**config.mk**
```make
export PLATFORM = sky130hd
export DESIGN_NAME = vga_timing_gen
export DESIGN_NICKNAME = d
export VERILOG_FILES = /design/src/rtl/vga_timing_pkg.sv /design/src/rtl/vga_timing_gen_axis.sv /design/src/rtl/vga_timing_gen.sv
export SDC_FILE = /design/constraint.sdc
export NUM_CORES = 1
export LEC_CHECK = 0
export ABC_AREA = 1
export CORE_MARGIN = 2
export CORE_UTILIZATION = 42
export CTS_CLUSTER_SIZE = 30
export DETAILED_ROUTE_END_ITERATION = 6
export HOLD_SLACK_MARGIN = 0.08
export PLACE_DENSITY = 0.6
export SLEW_MARGIN = 5
export SYNTH_ARGS = -nofsm -noshare
export SYNTH_HDL_FRONTEND = slang
export SYNTH_SLANG_ARGS = --single-unit
```
**constraint.sdc**
```tcl
create_clock -name clk -period 2.1 [get_ports clk]
set_input_delay 0.42 -clock clk [delete_from_list [all_inputs] [get_ports clk]]
set_output_delay 0.42 -clock clk [all_outputs]
set_load 0.03 [all_outputs]
```
**src/rtl/vga_timing_pkg.sv**
```systemverilog
// Shared constants for the VGA timing generator: sync polarity encodings,
// the output pipeline depth limit, and a helper mapping "sync asserted" to
// the pin level for a given polarity.
package vga_timing_pkg;

  // Polarity encodings for the HS_ACTIVE_HIGH / VS_ACTIVE_HIGH parameters.
  localparam logic POL_ACTIVE_LOW  = 1'b0;
  localparam logic POL_ACTIVE_HIGH = 1'b1;

  // Deepest extra output pipeline supported (OUT_DELAY range is 0..this).
  localparam int OUT_DELAY_MAX = 7;

  // Pin level for a sync signal: the polarity level when asserted, its
  // complement otherwise.
  function automatic logic sync_level(input logic asserted, input logic active_high);
    return asserted ? active_high : ~active_high;
  endfunction

endpackage

```
**src/rtl/vga_timing_gen_axis.sv**
```systemverilog
// One timing axis (horizontal or vertical): a wrapping counter over
// active + front porch + sync + back porch, plus window decode of the
// current count. The same block serves both axes; the vertical instance
// advances on the horizontal carry.
module timing_axis
  import vga_timing_pkg::*;
#(
  parameter int ACTIVE = 1920,
  parameter int FP     = 88,
  parameter int SYNC   = 44,
  parameter int BP     = 148,
  parameter int CNT_W  = 12
) (
  input  logic             clk,
  input  logic             reset,
  input  logic             adv_i,     // advance the counter this cycle
  output logic [CNT_W-1:0] cnt_o,     // current count
  output logic             carry_o,   // advancing out of the last count
  output logic             sync_o,    // count inside the sync window (unpolarised)
  output logic             active_o,  // count inside the visible region
  output logic             first_o    // count is zero
);

  localparam int TOT = ACTIVE + FP + SYNC + BP;

  // A total that does not fit the counter would silently alias; refuse it.
  if (TOT > (2 ** CNT_W)) begin : g_bad_total
    $fatal(1, "timing_axis: total %0d does not fit in %0d bits", TOT, CNT_W);
  end

  localparam logic [CNT_W-1:0] LAST       = CNT_W'(TOT - 1);
  localparam logic [CNT_W-1:0] SYNC_START = CNT_W'(ACTIVE + FP);
  localparam logic [CNT_W-1:0] SYNC_END   = CNT_W'(ACTIVE + FP + SYNC - 1);
  localparam logic [CNT_W-1:0] ACT_END    = CNT_W'(ACTIVE);

  logic [CNT_W-1:0] cnt_q;
  logic [CNT_W-1:0] cnt_d;
  logic             last;

  assign last = (cnt_q == LAST);

  // Next count: hold unless advancing, wrap to zero after the last count.
  always_comb begin
    cnt_d = cnt_q;
    if (adv_i) begin
      cnt_d = last ? '0 : (cnt_q + CNT_W'(1));
    end
  end

  // Counter register, cleared immediately by reset.
  always_ff @(posedge clk or posedge reset) begin
    if (reset) begin
      cnt_q <= '0;
    end else begin
      cnt_q <= cnt_d;
    end
  end

  assign cnt_o    = cnt_q;
  assign carry_o  = adv_i & last;
  assign sync_o   = (cnt_q >= SYNC_START) && (cnt_q <= SYNC_END);
  assign active_o = (cnt_q < ACT_END);
  assign first_o  = (cnt_q == '0);

endmodule

```
**src/rtl/vga_timing_gen.sv**
```systemverilog
// VGA/video timing generator. Two timing_axis instances (horizontal and
// vertical) produce the raster position; a decode stage plus OUT_DELAY
// extra stages register every output so that downstream pixel fetch
// latency can be absorbed. All stages advance only on pix_ce.
module vga_timing_gen
  import vga_timing_pkg::*;
#(
  parameter int H_ACTIVE       = 1920,
  parameter int H_FP           = 88,
  parameter int H_SYNC         = 44,
  parameter int H_BP           = 148,
  parameter int V_ACTIVE       = 1080,
  parameter int V_FP           = 4,
  parameter int V_SYNC         = 5,
  parameter int V_BP           = 36,
  parameter int HS_ACTIVE_HIGH = 0,
  parameter int VS_ACTIVE_HIGH = 0,
  parameter int CNT_W          = 12,
  parameter int OUT_DELAY      = 0
) (
  input  logic             clk,
  input  logic             reset,
  input  logic             pix_ce,
  output logic             h_sync,
  output logic             v_sync,
  output logic             video_enable,
  output logic [CNT_W-1:0] x_idx,
  output logic [CNT_W-1:0] y_idx,
  output logic             line_start,
  output logic             frame_start
);

  if ((OUT_DELAY < 0) || (OUT_DELAY > OUT_DELAY_MAX)) begin : g_bad_delay
    $fatal(1, "vga_timing_gen: OUT_DELAY %0d outside 0..%0d", OUT_DELAY, OUT_DELAY_MAX);
  end

  localparam logic HS_POL = (HS_ACTIVE_HIGH != 0) ? POL_ACTIVE_HIGH : POL_ACTIVE_LOW;
  localparam logic VS_POL = (VS_ACTIVE_HIGH != 0) ? POL_ACTIVE_HIGH : POL_ACTIVE_LOW;

  // Stage word layout: {h_sync, v_sync, video_enable, line_start,
  // frame_start, x_idx, y_idx}, with syncs already at pin polarity.
  localparam int SW = 5 + 2 * CNT_W;
  localparam logic [SW-1:0] RST_VEC = {~HS_POL, ~VS_POL, 3'b000, {(2 * CNT_W){1'b0}}};

  logic [CNT_W-1:0] h_cnt, v_cnt;
  logic             h_carry, v_carry_unused;
  logic             h_sync_act, v_sync_act;
  logic             h_act, v_act;
  logic             h_first, v_first;

  timing_axis #(
    .ACTIVE (H_ACTIVE),
    .FP     (H_FP),
    .SYNC   (H_SYNC),
    .BP     (H_BP),
    .CNT_W  (CNT_W)
  ) u_h_axis (
    .clk      (clk),
    .reset    (reset),
    .adv_i    (pix_ce),
    .cnt_o    (h_cnt),
    .carry_o  (h_carry),
    .sync_o   (h_sync_act),
    .active_o (h_act),
    .first_o  (h_first)
  );

  timing_axis #(
    .ACTIVE (V_ACTIVE),
    .FP     (V_FP),
    .SYNC   (V_SYNC),
    .BP     (V_BP),
    .CNT_W  (CNT_W)
  ) u_v_axis (
    .clk      (clk),
    .reset    (reset),
    .adv_i    (h_carry),
    .cnt_o    (v_cnt),
    .carry_o  (v_carry_unused),
    .sync_o   (v_sync_act),
    .active_o (v_act),
    .first_o  (v_first)
  );

  logic [SW-1:0] pipe_q [OUT_DELAY+1];
  logic [SW-1:0] pipe_d [OUT_DELAY+1];

  // Stage 0 captures the decode of the current counter state; later
  // stages shift the previous stage along.
  always_comb begin
    pipe_d    = pipe_q;
    pipe_d[0] = {sync_level(h_sync_act, HS_POL),
                 sync_level(v_sync_act, VS_POL),
                 h_act & v_act,
                 h_first,
                 h_first & v_first,
                 h_cnt,
                 v_cnt};
    for (int i = 1; i <= OUT_DELAY; i++) begin
      pipe_d[i] = pipe_q[i-1];
    end
  end

  // Output pipeline: cleared at once by reset, frozen while pix_ce is low.
  always_ff @(posedge clk or posedge reset) begin
    if (reset) begin
      for (int i = 0; i <= OUT_DELAY; i++) begin
        pipe_q[i] <= RST_VEC;
      end
    end else if (pix_ce) begin
      pipe_q <= pipe_d;
    end
  end

  assign {h_sync, v_sync, video_enable, line_start, frame_start, x_idx, y_idx} = pipe_q[OUT_DELAY];

endmodule

```
==> flow_results.xml, run 1 <==
<?xml version="1.0" encoding="UTF-8"?>
<metrics>
  <group name="run_status">
    <metric name="status" unit="">finished, final reports clean</metric>
  </group>
  <group name="die">
    <metric name="io-pin-count" unit="">32</metric>
    <metric name="core_area" unit="mm2">0.00635</metric>
    <metric name="floorplan.die.width" unit="um">84.8</metric>
    <metric name="rows" unit="">29</metric>
    <metric name="die_area" unit="mm2">0.00720</metric>
    <metric name="initial_standard_cell_utilization_of_the_core" unit="%">43.2</metric>
    <metric name="fp.dieH" unit="um">84.8</metric>
  </group>
  <group name="pwr">
    <metric name="vdd_ir_drop_max" unit="mV">0.615</metric>
    <metric name="sw_frac_of_total" unit="%">39.3</metric>
    <metric name="seqPwrFrac" unit="%">47.5</metric>
    <metric name="power.net_switching" unit="mW">1.16</metric>
    <metric name="design_power_total" unit="mW">2.96</metric>
    <metric name="share_comb_of_total_power" unit="%">32.9</metric>
    <metric name="total_power_density_per_cell_area" unit="mW/mm2">920</metric>
    <metric name="internal_power" unit="mW">1.80</metric>
    <metric name="p_clk_share" unit="%">19.6</metric>
    <metric name="power.leakage" unit="nW">1.59</metric>
  </group>
  <group name="global_route">
    <metric name="grt_antenna_before_repair" unit="">0</metric>
    <metric name="overflow" unit="">0</metric>
    <metric name="number_of_global_route_vias_before_repair" unit="">2088</metric>
    <metric name="maximum_number_of_pins_on_one_net_before_global_route_repair" unit="">54</metric>
    <metric name="track_usage" unit="%">18.1</metric>
    <metric name="global_route_wire_length_before_repair" unit="um">10600</metric>
  </group>
  <group name="logic_synthesis">
    <metric name="post_synth_edffs" unit="">0</metric>
    <metric name="synthTopCellsByArea" unit="">dfrtp_1, nand2_1, o21ai_0</metric>
    <metric name="synth_seq_area_share" unit="%">48.4</metric>
    <metric name="synthDominantCellAreaShare" unit="%">46.5</metric>
    <metric name="netlist_instances" unit="">352</metric>
    <metric name="syn_area_per_cell" unit="um2">7.80</metric>
    <metric name="synth_area" unit="mm2">0.00275</metric>
    <metric name="yosysWarningCount" unit="">0</metric>
    <metric name="ys_types" unit="">30</metric>
    <metric name="synth_ff_type" unit="">dfrtp_1</metric>
    <metric name="syn-num-nets" unit="">359</metric>
    <metric name="synth.most_common_cell" unit="">nand2_1</metric>
    <metric name="asyncSetResetFlopFracSynth" unit="%">100</metric>
    <metric name="post_synth_most_frequent_cells" unit="">nand2_1, dfrtp_1, inv_1</metric>
    <metric name="yosysTopAreaCell" unit="">dfrtp_1</metric>
    <metric name="synth-seq-cells" unit="">53</metric>
  </group>
  <group name="setup_path">
    <metric name="crit_type" unit="">flop to primary output</metric>
    <metric name="critPathRequiredTime" unit="ps">1680</metric>
    <metric name="cpPeakStageDelay" unit="ps">680</metric>
    <metric name="critPathCaptureType" unit="">primary output</metric>
    <metric name="critPathArrivalTime" unit="ps">1550</metric>
    <metric name="critPathBufInv" unit="">1</metric>
    <metric name="critical_path_peak_fanout" unit="">2</metric>
    <metric name="crit_path_top_delay_cell" unit="">clkdlybuf4s50_1</metric>
    <metric name="critical_path.cell_chain" unit="">clkdlybuf4s50_1</metric>
    <metric name="launching_element_type_of_the_critical_path" unit="">flop</metric>
    <metric name="critPathTopFamily" unit="">buffers and inverters</metric>
  </group>
  <group name="clock_network">
    <metric name="tritoncts.num_buffers" unit="">5</metric>
    <metric name="postCtsSetupRepairBufs" unit="">0</metric>
    <metric name="cts_sinks" unit="">53</metric>
    <metric name="post_cts_resized" unit="">0</metric>
    <metric name="latest_clock_arrival_within_the_worst_skew_pair" unit="ps">310</metric>
    <metric name="h-tree-depth" unit="">2</metric>
    <metric name="postCtsHoldBufs" unit="">0</metric>
    <metric name="path_clk_slew" unit="ps">100</metric>
    <metric name="max-clock-path-buffers" unit="">2</metric>
    <metric name="tritoncts" unit="">done</metric>
    <metric name="cts_root_buffer_type" unit="">clkbuf_8</metric>
  </group>
  <group name="sta">
    <metric name="fin_setup_tns" unit="ps">0</metric>
    <metric name="final_period_minus_worst_setup_slack" unit="ps">1970</metric>
    <metric name="finalWorstSetupSlack" unit="ps">132</metric>
    <metric name="rsz0062_at_grt" unit="">no</metric>
    <metric name="fmaxAchievable" unit="MHz">508</metric>
    <metric name="final.period_utilization" unit="%">93.7</metric>
    <metric name="worst_slew_margin_rel" unit="%">74.3</metric>
    <metric name="setup_viol" unit="">0</metric>
    <metric name="clock-skew-final" unit="ps">7.15</metric>
    <metric name="worstMarginPinSlew" unit="ps">385</metric>
    <metric name="report.final.hold_viol_count" unit="">0</metric>
    <metric name="final_max_slew_viol_count" unit="">0</metric>
    <metric name="finalHoldWorstSlack" unit="ps">460</metric>
  </group>
  <group name="run">
    <metric name="maxCapViolations" unit="">0</metric>
  </group>
  <group name="finish">
    <metric name="antenna_cells" unit="">0</metric>
    <metric name="final_cell_count_no_fill" unit="">461</metric>
    <metric name="final_nets" unit="">390</metric>
    <metric name="layout.cell_area.non_filler" unit="mm2">0.00322</metric>
    <metric name="final_core_utilization" unit="%">50.7</metric>
    <metric name="nFillCells" unit="">631</metric>
    <metric name="syn_to_final_growth" unit="%">17.3</metric>
    <metric name="share_of_final_layout_standard_cells_stronger_than_drive_strength_1" unit="%">8.85</metric>
  </group>
  <group name="drt">
    <metric name="drt-pass1-iter-count" unit="">4</metric>
    <metric name="starting_drc_count_in_detailed_routing" unit="">131</metric>
    <metric name="dr_total_vias" unit="">2296</metric>
    <metric name="residual_drc_count" unit="">0</metric>
    <metric name="antenna_violating_nets_post_route" unit="">0</metric>
    <metric name="wl_per_cell" unit="um">13.2</metric>
    <metric name="drt_wl_total" unit="um">6100</metric>
    <metric name="vias_per_cell" unit="">4.98</metric>
  </group>
  <group name="placement">
    <metric name="place.detailed.instances" unit="">453</metric>
    <metric name="pre_cts_ws" unit="ps">230</metric>
    <metric name="dpl_cell_area" unit="mm2">0.00313</metric>
    <metric name="io_buffers" unit="">31</metric>
    <metric name="dpl.hpwl" unit="um">4450</metric>
    <metric name="gp_congestion" unit="">0.933</metric>
  </group>
  <group name="worst_hold_path">
    <metric name="worst_hold_path_type" unit="">input pin to asynchronous set/reset pin</metric>
  </group>
</metrics>
final cells by class:
class / instances / area [um2] / area share [%]
clock buffer: 6 / 72.6 / 2.25
clock inverter: 2 / 15.0 / 0.466
inverter: 40 / 150 / 4.66
multi-input combinational: 246 / 1190 / 36.9
sequential: 53 / 1330 / 41.3
tap: 77 / 96.3 / 2.99
timing repair buffer: 37 / 368 / 11.4
sequential cells by signal (all words and copies together), names as in the netlist:
signal          flops
pipe_q             29
u_h_axis.cnt_o     12
u_v_axis.cnt_o     12
worst reg2reg max path, cell delays in order (launching register included):
cell	delay, ps
dfrtp_1	410
ha_1	260
nand3_1	110
nand3b_4	220
nor2_8	220
inv_2	140
nand2_1	80
nand2_1	50
logic make-up after synthesis:
logic type / share of synthesized area (%)
flops: 48.4
buf+inv: 8.30
fa+ha+maj: 1.82
compound gates: 6.24
xor+xnor: 2.23
simple gates: 33.0
cell usage in the layout, fill, tap and decap left out, drive strengths merged, types with 6 or more instances in the layout:
cell type / Yosys / layout
nand2: 113 / 113
xor2: 7 / 7
nand4: 13 / 13
nand3: 27 / 27
clkbuf: 3 / 6
clkdlybuf4s50: 0 / 31
nor3: 8 / 8
buf: 10 / 6
dfrtp: 51 / 51
o21ai: 28 / 28
inv: 40 / 40
nor2: 36 / 36
power groups by stage:
| stage | Clock [mW] | Combinational, mW | Sequential (mW) |
|---|---|---|---|
| after floorplan | 0 | 0.510 | 1.55 |
| after global placement | 0 | 0.973 | 1.43 |
| after detailed placement | 0 | 0.974 | 1.43 |
| after CTS | 0.610 | 0.979 | 1.41 |
| after global routing | 0.655 | 1.08 | 1.44 |
| final | 0.582 | 0.975 | 1.41 |
path summary, 6_finish.rpt:
check,from,slack (ps),endpoint,depth (start not counted)
max reg2reg,u_h_axis.cnt_o[0],520,u_v_axis.cnt_o[7],7
max,pipe_q[27],130,v_sync,1
max in group asynchronous,reset,1340,pipe_q[28],3
min,reset,460,pipe_q[3],3
min in group clk,pipe_q[12],490,pipe_q[12],2
min reg2reg,pipe_q[12],490,pipe_q[12],2
per-layer routing:
layer  track usage [%]  share of wire (%)  wire (um)  vias up
li1                  -                  -          -     1179
met1              28.7                 53       3220     1064
met2              25.6                 42       2560       46
met3              3.21                4.0        244        7
met4              4.76                1.2         71        0
met5                 0                  0          0        -
Note: power is estimated with default switching activity, not from simulation.
==> run 2: changes to the inputs <==
--- a/config.mk
+++ b/config.mk
@@ -12,7 +12,6 @@
 export DETAILED_ROUTE_END_ITERATION = 6
 export HOLD_SLACK_MARGIN = 0.08
 export PLACE_DENSITY = 0.6
-export SLEW_MARGIN = 5
 export SYNTH_ARGS = -nofsm -noshare
 export SYNTH_HDL_FRONTEND = slang
 export SYNTH_SLANG_ARGS = --single-unit
==> results of run 2 <==
The final DEF is identical to that of run 1; final timing and power are the same.
